$ cat config.mk
export PLATFORM = sky130hd
export DESIGN_NAME = alu_cmd_sequencer
export DESIGN_NICKNAME = d
export VERILOG_FILES = /design/src/rtl/alu_cmd_sequencer.sv
export SDC_FILE = /design/constraint.sdc
export NUM_CORES = 1
export LEC_CHECK = 0
export ABC_AREA = 1
export ABC_CLOCK_PERIOD_IN_PS = 1100
export CAP_MARGIN = 20
export CORE_MARGIN = 2
export CORE_UTILIZATION = 35
export CTS_CLUSTER_SIZE = 28
export DETAILED_ROUTE_END_ITERATION = 7
export GPL_ROUTABILITY_DRIVEN = 0
export GPL_TIMING_DRIVEN = 0
export PLACE_DENSITY = 0.68
export SYNTH_ARGS = -nofsm -noshare
export SYNTH_HDL_FRONTEND = slang
export SYNTH_SLANG_ARGS = --single-unit
$ cat constraint.sdc
create_clock -name clk -period 1.1 [get_ports clk]
set_input_delay 0.275 -clock clk [delete_from_list [all_inputs] [get_ports clk]]
set_output_delay 0.275 -clock clk [all_outputs]
set_load 0.02 [all_outputs]
$ cat src/rtl/alu_cmd_sequencer.sv
// Initiator for a combinational ALU: accepts one command, holds the operands SETTLE cycles, then returns the result.
// Response is valid SETTLE+1 cycles after acceptance; cmd_ready stays low until the response has been accepted.
module alu_cmd_sequencer #(
  parameter int N      = 4,
  parameter int SETTLE = 1
) (
  input  logic         clk,
  input  logic         rst,
  input  logic         cmd_valid,
  output logic         cmd_ready,
  input  logic [N-1:0] cmd_a,
  input  logic [N-1:0] cmd_b,
  input  logic [1:0]   cmd_op,
  input  logic         cmd_chain,
  output logic [N-1:0] alu_opnd1,
  output logic [N-1:0] alu_opnd2,
  output logic [1:0]   alu_operation,
  input  logic [N-1:0] alu_out,
  output logic         rsp_valid,
  input  logic         rsp_ready,
  output logic [N-1:0] rsp_result,
  output logic         rsp_zero,
  output logic         rsp_neg,
  output logic [1:0]   rsp_op,
  output logic [7:0]   op_count
);

  localparam int CW = $clog2(SETTLE + 1);

  typedef enum logic [1:0] {IDLE, DRIVE, RESP} state_t;

  state_t         state_q, state_d;
  logic [CW-1:0]  cnt_q, cnt_d;
  logic [N-1:0]   opnd1_q, opnd1_d;
  logic [N-1:0]   opnd2_q, opnd2_d;
  logic [1:0]     oper_q, oper_d;
  logic           rsp_valid_q, rsp_valid_d;
  logic [N-1:0]   rsp_result_q, rsp_result_d;
  logic           rsp_zero_q, rsp_zero_d;
  logic           rsp_neg_q, rsp_neg_d;
  logic [1:0]     rsp_op_q, rsp_op_d;
  logic [N-1:0]   last_result_q, last_result_d;
  logic           last_valid_q, last_valid_d;
  logic [7:0]     op_count_q, op_count_d;

  always_comb begin
    state_d       = state_q;
    cnt_d         = cnt_q;
    opnd1_d       = opnd1_q;
    opnd2_d       = opnd2_q;
    oper_d        = oper_q;
    rsp_valid_d   = rsp_valid_q;
    rsp_result_d  = rsp_result_q;
    rsp_zero_d    = rsp_zero_q;
    rsp_neg_d     = rsp_neg_q;
    rsp_op_d      = rsp_op_q;
    last_result_d = last_result_q;
    last_valid_d  = last_valid_q;
    op_count_d    = op_count_q;

    case (state_q)
      IDLE: begin
        if (cmd_valid) begin
          // Chaining before any result has been captured falls back to cmd_a.
          opnd1_d = (cmd_chain && last_valid_q) ? last_result_q : cmd_a;
          opnd2_d = cmd_b;
          oper_d  = cmd_op;
          cnt_d   = CW'(SETTLE);
          state_d = DRIVE;
        end
      end
      DRIVE: begin
        if (cnt_q == CW'(1)) begin
          rsp_result_d  = alu_out;
          rsp_zero_d    = (alu_out == '0);
          rsp_neg_d     = alu_out[N-1];
          rsp_op_d      = oper_q;
          last_result_d = alu_out;
          last_valid_d  = 1'b1;
          rsp_valid_d   = 1'b1;
          state_d       = RESP;
        end else begin
          cnt_d = cnt_q - CW'(1);
        end
      end
      RESP: begin
        if (rsp_ready) begin
          rsp_valid_d = 1'b0;
          op_count_d  = op_count_q + 8'd1;
          state_d     = IDLE;
        end
      end
      default: state_d = IDLE;
    endcase
  end

  always_ff @(posedge clk) begin
    if (rst) begin
      state_q       <= IDLE;
      cnt_q         <= '0;
      opnd1_q       <= '0;
      opnd2_q       <= '0;
      oper_q        <= '0;
      rsp_valid_q   <= 1'b0;
      rsp_result_q  <= '0;
      rsp_zero_q    <= 1'b0;
      rsp_neg_q     <= 1'b0;
      rsp_op_q      <= '0;
      last_result_q <= '0;
      last_valid_q  <= 1'b0;
      op_count_q    <= '0;
    end else begin
      state_q       <= state_d;
      cnt_q         <= cnt_d;
      opnd1_q       <= opnd1_d;
      opnd2_q       <= opnd2_d;
      oper_q        <= oper_d;
      rsp_valid_q   <= rsp_valid_d;
      rsp_result_q  <= rsp_result_d;
      rsp_zero_q    <= rsp_zero_d;
      rsp_neg_q     <= rsp_neg_d;
      rsp_op_q      <= rsp_op_d;
      last_result_q <= last_result_d;
      last_valid_q  <= last_valid_d;
      op_count_q    <= op_count_d;
    end
  end

  assign cmd_ready     = (state_q == IDLE) && !rst;
  assign alu_opnd1     = opnd1_q;
  assign alu_opnd2     = opnd2_q;
  assign alu_operation = oper_q;
  assign rsp_valid     = rsp_valid_q;
  assign rsp_result    = rsp_result_q;
  assign rsp_zero      = rsp_zero_q;
  assign rsp_neg       = rsp_neg_q;
  assign rsp_op        = rsp_op_q;
  assign op_count      = op_count_q;

endmodule
==> results of run 1 <==
[through the flow]
step	power, mW	setup slack [ns]
floorplan	1.42	-0.0114
global placement	1.63	-1.05
detailed placement	1.64	-1.06
CTS	2.34	-0.195
global route	2.57	-0.263
finish	2.45	-0.222
[power breakdown]
group          internal, mW  switching, mW  total [mW]
clock                 0.309          0.389       0.698
sequential             1.15         0.0518        1.20
combinational         0.282          0.274       0.556
total                  1.74          0.714        2.45
[cells in the mapped netlist, drive strengths merged]
cell type   n
inv        13
o21ai      16
nand3       9
o21a        1
buf         4
dfxtp      30
ha          1
a31oi       1
clkbuf      1
nand2      33
nor2       32
xor2        2
a21oi      17
[sequential cells by signal, indices dropped and copies added (netlist names), 2 cells and up]
signal         cells
rsp_op             2
alu_opnd2          4
state_q            2
alu_opnd1          4
last_result_q      3
alu_operation      2
op_count           8
[final cells by class]
cell class	instances	share of cell area [%]
repair inverters	1	0.227
flip-flops and latches	30	29.5
clock inverters	1	0.227
plain buffers	5	2.55
well taps	46	2.61
repair buffers	65	29.9
inverters	13	2.44
clock buffers	7	2.50
multi-input cells	112	30.1
[metal layers]
layer / up-vias / global-route usage (%) / wire (um)
li1: 666 / - / -
met1: 613 / 19.8 / 1430
met2: 32 / 29.9 / 1810
met3: 10 / 5.54 / 140
met4: 0 / 7.34 / 97
met5: - / 0 / 0
[kinds of logic after synthesis]
kind of cell | Yosys count
AND/OR/NAND/NOR | 74
buffers and inverters | 18
adder cells (fa/ha/maj) | 1
flip-flops | 30
AO/OA/AOI/OAI | 35
XOR/XNOR | 2
[what timing repair did]
action	4_1_cts	5_1_grt
gates resized for setup	178	66
pin swaps	1	9
gates cloned	0	3
setup buffers	13	4
hold endpoints to repair	0	0
endpoints found under the setup margin	43	54
[cells in the final DEF (no fill, tap or decap), types with 3 or more instances in the layout]
master	n
inv_2	3
o21ai_2	6
dfxtp_4	6
a21oi_2	5
buf_4	17
a21oi_1	12
nor2_4	5
inv_1	9
o21ai_0	7
o21ai_1	3
nand3_2	5
nand2_2	4
nand2_1	28
dfxtp_2	22
clkbuf_4	5
clkdlybuf4s50_1	17
nor2_1	26
buf_6	31
[worst paths after layout]
kind / startpoint / to
setup / recovery: rst / cmd_ready
hold reg to reg: rsp_zero / rsp_zero
hold / removal: rst / rsp_valid
setup reg to reg: state_q[0] / rsp_neg
==> results by group, run 1 <==
Synth
  • Yosys reg bits: 30
  • Syn_nets: 180
  • Synthesized-area fraction occupied by adder cells: 1.01%
  • Share of the synthesized area in the top cell type: a little under 50%
  • Cells after synthesis: between 150 and 200
  • Post-synthesis mux area share: 0%
  • Xor-xnor portion of the synthesized cell area: about 1.4%
  • Top post-synthesis cells by area: dfxtp_1, nand2_1, nor2_1
  • Post-synthesis simple-gate area fraction: between 20% and 30%
  • Seq/Total Area, Yosys: between 40 and 50%
  • Compound-Gate Fraction of Synth Area: around 15%
  • Cell variety after synth: 24
  • Yosys top cell by area: dfxtp_1
  • Combinational family with the most area after synthesis: simple AND/OR/NAND/NOR gates
  • Synth warn: 0
  • Avg Cell Area, Syn: around 7.7 sq um
  • Synthesized cell area: 0.00124 sq mm

Drt
  • TritonRoute pass-1 iters: 4
  • DRT antenna net count: 0
  • Vias: about 1300
  • Via/cell ratio: 4.72
  • Final wirelength: between 3 and 4 mm
  • DR WL/cell: between 10 and 15 um
  • Iter 0 DRT Violations: 40
  • Drt drc: 0

STA
  • Worst Skew: approximately 0.0090 ns
  • Max Fclk: between 700 and 800 MHz
  • Fin. Hold Viols: 0
  • Slew HR: just over 80%
  • Period utilization: 120%
  • Total Neg Setup Slack: -0.504 ns
  • Slew Limit Fails: 0
  • Final setup violation count: 12
  • Final worst path period need: approximately 1.3 ns
  • Final worst slack: -0.222 ns
  • Hold Worst Slack: ~0.35 ns
  • Least-Margin Pin Slew: 0.258 ns
  • RSZ-0062 raised after global routing: yes

Floorplanning
  • I/O Pins: 47
  • Initial Util: between 30% and 40%
  • Core Box Area: about 0.0034 sq mm
  • Die Height: approximately 63 um
  • Core Rows: 21
  • Die W: between 60 and 70 um
  • Full die area: just over 0.004 sq mm

CTS
  • Hold Buf Count CTS: 0
  • Root Buffer: clkbuf_4
  • Clock sink count: 30
  • Clock Tree Buf Depth: 2
  • CTS tree: done
  • # H-tree levels: 2
  • Cts bufs inserted: 5
  • Clock Latency Late Sink: 0.34 ns
  • Worst-path clk slew: about 0.090 ns

Flow run
  • Max Cap Viol: 0

Place
  • Dpl hpwl: 2.21 mm
  • Port bufs: 46
  • DP Cell Count: between 200 and 300
  • Placed instance area: around 0.0018 sq mm

Finish
  • Layout cell share with drive strength beyond 1: 52.1%
  • FF/Latch Area: approximately 650 sq um
  • Final #Nets: around 250
  • Area of the multi-input gates: ~660 sq um
  • Post-layout util: between 60% and 70%
  • Final std cells w/o fill: between 200 and 300
  • Diodes inserted: 0
  • Layout fillers: approximately 290
  • Area Growth Syn to Fin: 78.3%
  • Design area: approximately 0.0022 sq mm

Worst setup path
  • Number of stages on the worst setup path: 4
  • Worst path bufs/invs: 3
  • Depth of the most critical reg-to-reg path: 7
  • Max FO, Critical Path: 10
  • Crit path kind: in -> out
  • Worst Path Required: ~0.8 ns
  • Reg2reg setup slack: -0.05 ns
  • Critical path's slowest cell: dlygate4sd2_1
  • Startpoint Class: input pin
  • Max incr delay on CP: between 0.3 and 0.4 ns
  • Worst path cell trace: dlygate4sd2_1 > clkbuf_8 > nor2_1 > buf_4
  • CP Capture Type: primary output
  • Worst path top cell family by delay: buffers and inverters
  • WP data arrival: ~1.1 ns

Power and ir drop
  • Leak pwr: between 0.9 and 1 nW
  • PD cells: 1110 mW/mm^2
  • Peak VDD IR: between 0.4 and 0.5 mV

Global routing
  • Vias in the first global route: ~1200
  • Largest net degree at the start of global routing: 11
  • First-pass GRT wire length: around 5.4 mm
  • Total GRT Usage: roughly 17%
  • Grt ovf: 0
  • Initial antenna violation count: 0

Outcome
  • Status: finished with violations
  • Failing checks: negative setup slack

Hold path
  • Hold Path Stages: 2
  • Worst hold path class: in -> reg
Power figures use the tool's default switching activity.
==> run 2, diff against run 1 <==
==> constraint.sdc (replaced) <==
create_clock -name clk -period 1.1 [get_ports clk]
set_input_delay 0.22 -clock clk [delete_from_list [all_inputs] [get_ports clk]]
set_output_delay 0.22 -clock clk [all_outputs]
set_load 0.02 [all_outputs]
==> results by group, run 2 (synthesis results as in run 1) <==
Global routing
  • Grt ovf: 0
  • Largest net degree at the start of global routing: 11
  • Initial antenna violation count: 0
  • Total GRT Usage: between 10% and 20%
  • Vias in the first global route: about 1200
  • First-pass GRT wire length: ~5.3 mm

STA
  • Slew Limit Fails: 0
  • Fin. Hold Viols: 0
  • Slew HR: 78.9%
  • Worst Skew: slightly below 0.009 ns
  • Final worst slack: -0.131 ns
  • RSZ-0062 raised after global routing: yes
  • Least-Margin Pin Slew: 0.316 ns
  • Final setup violation count: 9
  • Period utilization: 112%
  • Final worst path period need: roughly 1.2 ns
  • Max Fclk: roughly 810 MHz

Hold path
  • Worst hold path class: in -> reg
  • Hold Path Stages: 2
  • Hold_sp: rst
  • Hold Path Sink: rsp_valid

Finish
  • Most common cell after layout, fill and taps aside: nand2_1
  • Max FFs per register: 8
  • Post-layout util: around three fifths
  • Diodes inserted: 0
  • Layout cell share with drive strength beyond 1: a little over two fifths
  • Area Growth Syn to Fin: 66.4%
  • Area of the multi-input gates: roughly 650 sq um
  • Final #Nets: roughly 250
  • FF/Latch Area: roughly 640 sq um
  • Leading cell types in the layout, fill and taps excluded: nand2_1, buf_4, nor2_1, clkdlybuf4s50_1, dfxtp_1
  • Layout fillers: about 320

Drt
  • Iter 0 DRT Violations: 37
  • Vias: approximately 1300
  • Final wirelength: 3.40 mm
  • Via/cell ratio: between 4 and 5
  • DRT antenna net count: 0
  • Drt drc: 0
  • DR WL/cell: ~12 um
  • TritonRoute pass-1 iters: 5

Worst setup path
  • Crit path kind: reg -> out
  • Reg-to-reg critical path endpoint: rsp_neg
  • Max incr delay on CP: 0.34 ns
  • CP Capture Type: primary output
  • Max FO, Critical Path: 2
  • RR Startpoint: state_q[0]
  • Critical path's slowest cell: dfxtp_2
  • WP data arrival: a little over 1 ns
  • Worst path cell trace: inv_2 > nand2_1 > nor2_1 > buf_4
  • Worst Path Required: between 0.8 and 0.9 ns
  • Depth of the most critical reg-to-reg path: 7
  • Reg2reg setup slack: -0.05 ns
  • Startpoint Class: flip-flop

CTS
  • Root Buffer: clkbuf_4
  • Clock sink count: 30
  • CTS tree: done
  • Cts bufs inserted: 5
  • Clock Latency Late Sink: around 0.34 ns
  • Clock Tree Buf Depth: 2
  • Worst-path clk slew: 0.09 ns
  • Hold Buf Count CTS: 0
  • # H-tree levels: 2

Place
  • Port bufs: 46
  • Setup WS pre-CTS: -0.945 ns
  • Dpl hpwl: 2.21 mm

Power and ir drop
  • Leak pwr: a little over 0.9 nW
  • Peak VDD IR: around 0.46 mV
  • PD cells: roughly 1200 mW/mm^2
  • Power, Total: between 2 and 2.5 mW

Floorplanning
  • Core Box Area: 0.00336 sq mm
  • I/O Pins: 47
  • Die W: 63.4 um
  • Initial Util: 36.8%
  • Die Height: roughly 63 um
  • Core Rows: 21
  • Full die area: between 0.004 and 0.005 sq mm

Outcome
  • Status: finished with violations
  • Failing checks: negative setup slack

Flow run
  • Max Cap Viol: 0
[run 2: repair_timing]
action                                  in CTS  in global routing
gates cloned                                 0                  2
endpoints found under the setup margin      32                 48
setup buffers                                5                  8
resized for setup                          138                 65
pin swaps                                    2                 12
[run 2: area by class of cell]
type                            count  area share, %
Timing Repair Buffer               61           26.3
Clock inverter                      1          0.243
Inverter                           13           2.62
Sequential cell                    30           31.0
Clock buffer                        7           2.68
Buffer                              5           2.74
Tap cell                           46           2.80
Multi-Input combinational cell    112           31.7
[run 2: worst max path at each step]
stage                            from           to  slack (ns)
final                      state_q[0]    cmd_ready       -0.13
after global routing       state_q[1]    cmd_ready       -0.20
after CTS                  state_q[1]    cmd_ready       -0.14
after detailed placement          rst    cmd_ready       -0.95
after global placement            rst    cmd_ready       -0.94
after floorplan           op_count[0]  op_count[6]       -0.01
[run 2: where the power goes]
part           internal, mW  switching (mW)  leakage, nW
Sequential             1.13          0.0419        0.254
Combinational         0.242           0.268        0.638
Clock                 0.309           0.386       0.0353
Total                  1.68           0.696        0.927
[run 2: stage by stage]
| stage | std cells | area (sq um) | TNS [ns] | hold WS, ns |
|---|---|---|---|---|
| 2_1_floorplan | 160 | 1250 | -0.0114 | 0.289 |
| 3_3_place_gp | 252 | 1770 | -9.77 | 0.455 |
| 3_5_place_dp | 252 | 1770 | -10.11 | 0.459 |
| 4_1_cts | 265 | 1790 | -0.227 | 0.283 |
| 5_1_grt | 275 | 2060 | -1.03 | 0.291 |
| 6_report | 275 | 2060 | -0.294 | 0.289 |
[run 2: metal layers]
metal / GRT usage, % / wire, um / up-vias
li1: - / - / 654
met1: 19.8 / 1390 / 604
met2: 29.1 / 1770 / 35
met3: 5.89 / 158 / 8
met4: 7.34 / 80 / 0
met5: 0 / 0 / -
[run 2: worst max-delay path, delay by kind of cell (launching register included)]
| family | cells | cell delay [ns] |
|---|---|---|
| DFF | 1 | 0.34 |
| and+or+nand+nor | 2 | 0.13 |
| buffers and inverters | 2 | 0.20 |
